--- config.mk ---
export PLATFORM = sky130hd
export DESIGN_NAME = dac_mcp4921_spi
export DESIGN_NICKNAME = d
export VERILOG_FILES = /design/src/rtl/dac_pkg.sv /design/src/rtl/dac_spi_tick.sv /design/src/rtl/dac_mcp4921_spi.sv
export SDC_FILE = /design/constraint.sdc
export NUM_CORES = 1
export LEC_CHECK = 0
export CORE_MARGIN = 5
export CORE_UTILIZATION = 48
export DETAILED_ROUTE_END_ITERATION = 6
export GPL_ROUTABILITY_DRIVEN = 0
export PLACE_DENSITY = 0.76
export SYNTH_ARGS = -nofsm -noshare
export SYNTH_HDL_FRONTEND = slang
export SYNTH_HIERARCHICAL = 1
export SYNTH_SLANG_ARGS = --single-unit
export TNS_END_PERCENT = 20
--- constraint.sdc ---
create_clock -name CLK -period 3.3 [get_ports CLK]
set_input_delay 0.33 -clock CLK [delete_from_list [all_inputs] [get_ports CLK]]
set_output_delay 0.33 -clock CLK [all_outputs]
set_load 0.005 [all_outputs]
--- src/rtl/dac_pkg.sv ---
// Shared constants, state encoding and frame builder for the MCP4921 DAC writer.
package dac_pkg;

  localparam int unsigned FRAME_W = 16;
  localparam int unsigned DATA_W  = 12;
  localparam int unsigned CNT_W   = 8;
  localparam int unsigned IDX_W   = 4;

  // Frame bit positions of the MCP4921 write command
  localparam int unsigned BIT_AB   = 15;
  localparam int unsigned BIT_BUF  = 14;
  localparam int unsigned BIT_GA   = 13;
  localparam int unsigned BIT_SHDN = 12;

  typedef enum logic [2:0] {
    ST_IDLE  = 3'd0,
    ST_SETUP = 3'd1,
    ST_SHIFT = 3'd2,
    ST_HOLD  = 3'd3,
    ST_GAP   = 3'd4,
    ST_LDAC  = 3'd5
  } dac_state_t;

  // Build a channel-A write frame with the output enabled
  function automatic logic [FRAME_W-1:0] make_frame(input logic [DATA_W-1:0] value,
                                                    input logic buf_en,
                                                    input logic ga_n);
    logic [FRAME_W-1:0] frame;
    frame                = '0;
    frame[BIT_AB]        = 1'b0;
    frame[BIT_BUF]       = buf_en;
    frame[BIT_GA]        = ga_n;
    frame[BIT_SHDN]      = 1'b1;
    frame[DATA_W-1:0]    = value;
    return frame;
  endfunction

endpackage

--- src/rtl/dac_spi_tick.sv ---
// Clearable divider: one-cycle tick every 'div' cycles, restarted by clr.
module dac_spi_tick
  import dac_pkg::*;
(
  input  logic             CLK,
  input  logic             RST,
  input  logic             clr,
  input  logic [CNT_W-1:0] div,
  output logic             tick_c
);

  logic [CNT_W-1:0] cnt;

  assign tick_c = (cnt == (div - CNT_W'(1)));

  // Count up, reload to zero on tick or on a state change
  always_ff @(posedge CLK or posedge RST) begin
    if (RST) begin
      cnt <= '0;
    end else if (clr || tick_c) begin
      cnt <= '0;
    end else begin
      cnt <= cnt + CNT_W'(1);
    end
  end

endmodule

--- src/rtl/dac_mcp4921_spi.sv ---
// Serialises one 16-bit MCP4921 write per LATCH rising edge, then pulses LDAC.
module dac_mcp4921_spi
  import dac_pkg::*;
#(
  parameter int unsigned CLK_DIV  = 4,
  parameter int unsigned LDAC_LEN = 4,
  parameter bit          BUF      = 1'b0,
  parameter bit          GA_N     = 1'b1
) (
  input  logic              CLK,
  input  logic              RST,
  input  logic [DATA_W-1:0] VALUE,
  input  logic              LATCH,
  output logic              CS_DAC,
  output logic              CLK_DAC,
  output logic              SDI_DAC,
  output logic              LDAC_DAC,
  output logic              BUSY
);

  dac_state_t         state, state_nxt;
  logic               latch_q;
  logic               pending, pending_nxt;
  logic [DATA_W-1:0]  word_next, word_next_nxt;
  logic [FRAME_W-1:0] sr, sr_nxt;
  logic [IDX_W-1:0]   bit_idx, bit_idx_nxt;
  logic               phase, phase_nxt;
  logic               edge_c;
  logic               tick_c;
  logic [CNT_W-1:0]   div_c;
  logic               cs_nxt, sck_nxt, sdi_nxt, ldac_nxt, busy_nxt;

  assign edge_c = LATCH & ~latch_q;
  assign div_c  = (state == ST_LDAC) ? CNT_W'(LDAC_LEN) : CNT_W'(CLK_DIV);

  dac_spi_tick u_tick (
    .CLK    (CLK),
    .RST    (RST),
    .clr    (state_nxt != state),
    .div    (div_c),
    .tick_c (tick_c)
  );

  // State and datapath registers
  always_ff @(posedge CLK or posedge RST) begin
    if (RST) begin
      state     <= ST_IDLE;
      latch_q   <= 1'b0;
      pending   <= 1'b0;
      word_next <= '0;
      sr        <= '0;
      bit_idx   <= '0;
      phase     <= 1'b0;
    end else begin
      state     <= state_nxt;
      latch_q   <= LATCH;
      pending   <= pending_nxt;
      word_next <= word_next_nxt;
      sr        <= sr_nxt;
      bit_idx   <= bit_idx_nxt;
      phase     <= phase_nxt;
    end
  end

  // Next-state and datapath update; a newer edge always overwrites the queued value
  always_comb begin
    state_nxt     = state;
    pending_nxt   = pending;
    word_next_nxt = edge_c ? VALUE : word_next;
    sr_nxt        = sr;
    bit_idx_nxt   = bit_idx;
    phase_nxt     = phase;
    if (edge_c && (state != ST_IDLE)) begin
      pending_nxt = 1'b1;
    end
    case (state)
      ST_IDLE: begin
        if (edge_c || pending) begin
          sr_nxt      = make_frame(edge_c ? VALUE : word_next, BUF, GA_N);
          pending_nxt = 1'b0;
          state_nxt   = ST_SETUP;
        end
      end
      ST_SETUP: begin
        if (tick_c) begin
          state_nxt   = ST_SHIFT;
          bit_idx_nxt = IDX_W'(FRAME_W - 1);
          phase_nxt   = 1'b0;
        end
      end
      ST_SHIFT: begin
        if (tick_c) begin
          if (!phase) begin
            phase_nxt = 1'b1;
          end else if (bit_idx == '0) begin
            phase_nxt = 1'b0;
            state_nxt = ST_HOLD;
          end else begin
            phase_nxt   = 1'b0;
            sr_nxt      = {sr[FRAME_W-2:0], 1'b0};
            bit_idx_nxt = bit_idx - IDX_W'(1);
          end
        end
      end
      ST_HOLD: if (tick_c) state_nxt = ST_GAP;
      ST_GAP:  if (tick_c) state_nxt = ST_LDAC;
      ST_LDAC: if (tick_c) state_nxt = ST_IDLE;
      default: state_nxt = ST_IDLE;
    endcase
  end

  // Output levels for the coming cycle, derived from the next state
  always_comb begin
    cs_nxt   = 1'b1;
    sck_nxt  = 1'b0;
    sdi_nxt  = 1'b0;
    ldac_nxt = 1'b1;
    busy_nxt = (state_nxt != ST_IDLE);
    case (state_nxt)
      ST_SETUP, ST_HOLD: begin
        cs_nxt  = 1'b0;
        sdi_nxt = sr_nxt[FRAME_W-1];
      end
      ST_SHIFT: begin
        cs_nxt  = 1'b0;
        sck_nxt = phase_nxt;
        sdi_nxt = sr_nxt[FRAME_W-1];
      end
      ST_LDAC: ldac_nxt = 1'b0;
      default: ;
    endcase
  end

  // Registered pin drivers
  always_ff @(posedge CLK or posedge RST) begin
    if (RST) begin
      CS_DAC   <= 1'b1;
      CLK_DAC  <= 1'b0;
      SDI_DAC  <= 1'b0;
      LDAC_DAC <= 1'b1;
      BUSY     <= 1'b0;
    end else begin
      CS_DAC   <= cs_nxt;
      CLK_DAC  <= sck_nxt;
      SDI_DAC  <= sdi_nxt;
      LDAC_DAC <= ldac_nxt;
      BUSY     <= busy_nxt;
    end
  end

endmodule
== Word-level counts from Yosys, hierarchy flattened ==
Index checks and enable logic that the tools add are counted.
Widths: inputs -> output; s select.

* Flip-flop bits (word level): 51
* Input port bits: 15

* $add $sub $neg: 2
* Eq/ne operators: 16
* Mux-type cells: 32
* Bitwise logic cells: 2
* Reduce and logical (&&, ||, !) cells: 12

{| class="wikitable"
|+ Operators by type and width
! operator !! count
|-
| $mux 16 || 4
|-
| $pmux 16 s2 || 1
|-
| $mux 3 || 8
|-
| $pmux 3 s6 || 1
|-
| $mux 4 || 4
|-
| $eq 3x2->1 const B || 4
|-
| $mux 12 || 1
|-
| $mux 1 || 10
|-
| $reduce_and 5->1 || 2
|-
| $eq 3x3->1 const B || 3
|-
| $add 8x1->8 const B || 1
|-
| $eq 8x2->1 const B || 1
|-
| $mux 8 || 1
|-
| $pmux 4 s2 || 1
|-
| $eq 3x1->1 const B || 2
|-
| $ne 2x2->1 const B || 3
|-
| $reduce_bool 3->1 || 2
|-
| $logic_not 4->1 || 1
|-
| $ne 2x1->1 const B || 2
|-
| $reduce_bool 2->1 || 2
|-
| $sub 4x1->4 const B || 1
|-
| $logic_not 3->1 || 1
|-
| $ne 3x3->1 || 1
|-
| $reduce_or 3->1 || 1
|-
| other kinds (5) || 6
|}

== Longest topological paths before layout ==
* Depth in word-level cells: 8
* Depth in mapped cells: 13
* Mapped depth without buffers: 12

== Hierarchy ==
Netlist, hierarchy kept.

{| class="wikitable"
|+ By module, submodules not included
! module !! times used !! cells an instance !! area an instance (sq um)
|-
| dac_mcp4921_spi || 1 || 162 || 1909.3
|-
| dac_spi_tick || 1 || 79 || 744.5
|}

== Least setup slack after synthesis ==
No wires, ideal clock.

* Path type: flip-flop to flip-flop
* Start point: reg u_tick.cnt[3]
* End point: reg sr[12]
* Library setup time: 0.143 ns
* Data arrival time: 2.540 ns
* Data required time: 3.157 ns
* Path slack: 0.617 ns
* Stages on the path, launching flop included: 11
* Clock period less this slack: 2.683 ns
* Path through: dfrtp_1 -> clkbuf_2 -> xnor2_1 -> xnor2_1 -> nor4_4 -> and4_1 -> nand3_2 -> nor4_4 -> buf_4 -> mux2i_1 -> nand2_1

* Longest elaborated chain between the ends: 3

{| class="wikitable"
|+ Ends and longest elaborated chain
! element !! line !! text
|-
| start: declaration || dac_spi_tick.sv:12 || <nowiki>logic [CNT_W-1:0] cnt;</nowiki>
|-
| start signal: assignment || dac_spi_tick.sv:23 || <nowiki>cnt <= cnt + CNT_W'(1);</nowiki>
|-
| $eq 8x2->1 || dac_spi_tick.sv:14 || <nowiki>assign tick_c = (cnt == (div - CNT_W'(1)));</nowiki>
|-
| named net tick_c || dac_mcp4921_spi.sv:29 || <nowiki>logic tick_c;</nowiki>
|-
| $ne 2x1->1 (no line) || -- ||
|-
| $reduce_and 5->1 (no line) || -- ||
|-
| end signal: assignment || dac_mcp4921_spi.sv:59 || <nowiki>sr <= sr_nxt;</nowiki>
|-
| end: declaration || dac_mcp4921_spi.sv:25 || <nowiki>logic [FRAME_W-1:0] sr, sr_nxt;</nowiki>
|}

The timed path passes the listed nets, and every way through them passes these cells.
A chain may end at the register's enable or synchronous reset.

== Worst setup path in the final report ==
* Start point: reg u_tick.cnt[6]
* End point: reg u_tick.cnt[0]

* Longest elaborated chain between the ends: 6
* Elaborated cells between the ends (all ways): 10
* Classes of those cells: eq/ne (2); mux (7); reduce/logical (1)

{| class="wikitable"
|+ Ends and longest elaborated chain
! element !! line !! text
|-
| $eq 8x2->1 * || dac_spi_tick.sv:14 ||
|-
| named net tick_c || dac_mcp4921_spi.sv:29 ||
|-
| $mux 3, on equally long branches || -- ||
|-
| $pmux 3 s6 || dac_mcp4921_spi.sv:76 || <nowiki>case (state)</nowiki>
|-
| $ne 3x3->1 || dac_mcp4921_spi.sv:39 || <nowiki>.clr (state_nxt != state),</nowiki>
|-
| $logic_or 1x1->1 * || dac_spi_tick.sv:20 || <nowiki>end else if (clr || tick_c) begin</nowiki>
|-
| $mux 8 * || dac_spi_tick.sv:20 ||
|}

The timed path passes the listed nets; every way through them passes the cells marked *.

==> out/metrics.csv <==
metric;value;unit
Die Footprint;7120;µm²
Via density;5.35;
drt total wl;4850;µm
Critical Path Stages;10;
worst hold-check path type;in2async;
top_reg_cell synth;dfrtp_1;
P_sw;737;µW
clock share of power;18.1;%
CTS max path bufs;2;
WL/cell;13.5;µm
Logic pwr share;34.0;%
Post-DP HPWL;3490;µm
Post-Place Cells;351;
Tot GR Track Use;14.8;%
first-pass GRT wire length;8590;µm
std cell rows;27;
Pwr Total;2080;µW
Final Instance Area;3100;µm²
Yosys warning total;6;
Cells after Synth;241;
commonest non-fill, non-tap cell in the layout;dfrtp_1;
Crit. End Element;register;
Hold Fails Final Rpt;0;
Max FO, Critical Path;9;
Final period util;83.1;%
DRC errors left;0;
R2R setup slack;0.56;ns
Setup-failing EPs final;0;
largest net degree at the start of global routing;36;
Pint;1350;µW
clock slew at reported path FFs;0.09;ns
ys async rst share;100;%
Top delay family on crit path;compound AO/OA/AOI/OAI gates;
met3 Track Usage GR;2.85;%
Crit-path slowest cell;dfrtp_1;
Die Ht;84.4;µm
Worst EP required;3.52;ns
CP most frequent cell;a221o_1;
Fmax;0.365;GHz
status;finished clean;
gr busiest metal;met2;
flops & latches, synth;51;
Finished Layout Cells;359;
Avg Cell Area, Syn;11.0;µm²
switching part of the total;35.4;%
Worst Setup Start Kind;register;
Starting Density;48.8;%
RR Endpoint;u_tick/cnt[0]$_DFF_PP0_;
Slew Viols, Final;0;
I/O pin count;20;
Worst path max stage delay;0.42;ns
Final #Nets;305;
RSZ-0062 raised after global routing;false;
critical path data arrival time;2.96;ns
Area Growth Syn to Fin;17.0;%
Num CTS Buffers;5;
kind of critical path;reg2reg;
hold_buf cts;0;
worst clock skew;0.0130;ns
PwrDens;671;nW/µm²
fraction of layout cells with a size suffix above 1;13.6;%
Area after DPL;3010;µm²
most frequent cells in the layout;49 x dfrtp_1, 28 x conb_1, 19 x clkdlybuf4s50_1;
DR vias;1919;
Buffers & Inverters on Critical Path;1;
initial antenna violation count;0;
Pleak;0.00129;µW
clk root buf;clkbuf_8;
clock sink count;51;
worst slew pin tran;0.663;ns
IO buf count;19;
GR Layer Usage met1;21.5;%
GR Util met2;21.9;%
CTS tree;built;
setup tns final;0;ns
# H-tree levels;2;
Flop pwr share;47.9;%
Post-Syn Area;2650;µm²
core area;5440;µm²
Max Cap Violations;0;
post-CTS sizing;0;
max_slew headroom;55.3;%
crit path capture;u_tick/cnt[0]$_DFF_PP0_;
Layout fillers;457;
crit-path cells;xnor2_1 -> a21oi_1 -> o22a_2 -> and4_1 -> inv_1 -> nor2_1 -> a221o_1 -> a221o_1 -> or2_2 -> a41oi_1;
Post-synth EDFFs;0;
post-synthesis sequential area ratio;48.2;%
worst-case reg-to-reg path depth;10;
First DRT Iteration DRCs;112;
min cycle time layout;2.74;ns
number of global-route vias before repair;1846;
Post-DRT Antenna Nets;0;
die width;84.4;µm
post-synthesis cell type count;55;
worst r2r src;u_tick/cnt[6]$_DFF_PP0_;
antenna cells;0;
Clk Latency, worst-skew pair;0.31;ns
Detailed Routing Iterations Pass 1;4;
gr ovfl total;0;
Worst setup startpoint;u_tick/cnt[6]$_DFF_PP0_;
worst vdd ir;0.373;mV
post-CTS setup buffer count;0;
[synthesized netlist by cell type, types with 3 or more instances]
cell      count  area share, %
nor3b_1      12            3.4
nand2b_1      5            1.2
mux2_2       12            5.1
nand2_1      14            2.0
mux2i_1       3            1.1
dfrtp_1      49             46
inv_1        12            1.7
nand3_1       4           0.75
a31oi_1       3           0.71
a41oi_1       8            2.6
buf_4         3           0.85
a221o_1      13            4.9
nor2_1       11            1.6
o21ai_0       7            1.3
a21oi_1       9            1.7
ha_1          4            1.9
xnor2_1       7            2.3
xor2_1        5            1.7
buf_2         6            1.1
nor3_1       11            2.1
[logic make-up after synthesis]
kind of cell,share of synthesized area [%]
AO/OA/AOI/OAI,16.9
XOR/XNOR,3.96
adder cells (fa/ha/maj),2.26
buffers and inverters,4.86
flip-flops,48.2
multiplexers,6.22
other,0.283
AND/OR/NAND/NOR,17.4
[worst reg2reg max path, cell delays in order, from the launching register on]
cell and delay (ns):
dfrtp_1 0.42, xnor2_1 0.20, a21oi_1 0.09, o22a_2 0.29, and4_1 0.26, inv_1 0.12, nor2_1 0.07, a221o_1 0.37
a221o_1 0.37, or2_2 0.30, a41oi_1 0.17
[sequential cells by signal, indices dropped and copies added, names as in the netlist]
signal,flops
SDI_DAC,1
latch_q,1
LDAC_DAC,1
u_tick/cnt,8
word_next,12
CLK_DAC,1
phase,1
CS_DAC,1
bit_idx,4
state,3
sr,16
pending,1
BUSY,1
[power groups by stage]
stage / sequential [µW] / clock [µW] / combinational (µW)
finish: 998 / 377 / 707
floorplan: 922 / 0 / 618
global placement: 1000 / 0 / 676
CTS: 996 / 390 / 706
detailed placement: 1010 / 0 / 701
global route: 1030 / 415 / 803
[worst min path at each step]
stage	from	to	slack, ns	depth (start not counted)
after floorplan	RST	u_tick/cnt[0]$_DFF_PP0_	0.15	1
after global placement	bit_idx[3]$_DFFE_PP0P_	bit_idx[3]$_DFFE_PP0P_	0.47	1
after detailed placement	sr[13]$_DFFE_PP0P_	sr[14]$_DFFE_PP0P_	0.48	2
after CTS	RST	word_next[4]$_DFF_PP0_	0.27	2
after global routing	RST	word_next[7]$_DFF_PP0_	0.28	2
final	RST	word_next[7]$_DFF_PP0_	0.28	2
[routing by layer]
metal | up-vias | wire, µm | share of wire, %
met4 | 0 | 99 | 2.0
met1 | 917 | 2330 | 48
met5 | - | 0 | 0
met3 | 8 | 253 | 5.2
met2 | 44 | 2160 | 45
li1 | 950 | - | -
[through the flow]
| stage | utilization [%] | worst slack, ns | hold slack (ns) |
|---|---|---|---|
| 6_report | 57.1 | 0.558 | 0.276 |
| 5_1_grt | 57.1 | 0.366 | 0.283 |
| 4_1_cts | 57.1 | 0.565 | 0.271 |
| 3_5_place_dp | 55.3 | 0.587 | 0.480 |
| 3_3_place_gp | 55.3 | 0.660 | 0.472 |
| 2_1_floorplan | - | 0.617 | 0.146 |
[layout make-up]
type	instances	area, µm²	area share (%)
clock inverters	2	16.3	0.524
clock buffers	6	82.6	2.66
well taps	72	90.1	2.90
inverters	12	45.0	1.45
multi-input cells	191	1340	43.3
repair buffers	25	248	7.98
flip-flops and latches	51	1280	41.2
Note: power is estimated with default switching activity, not from simulation.
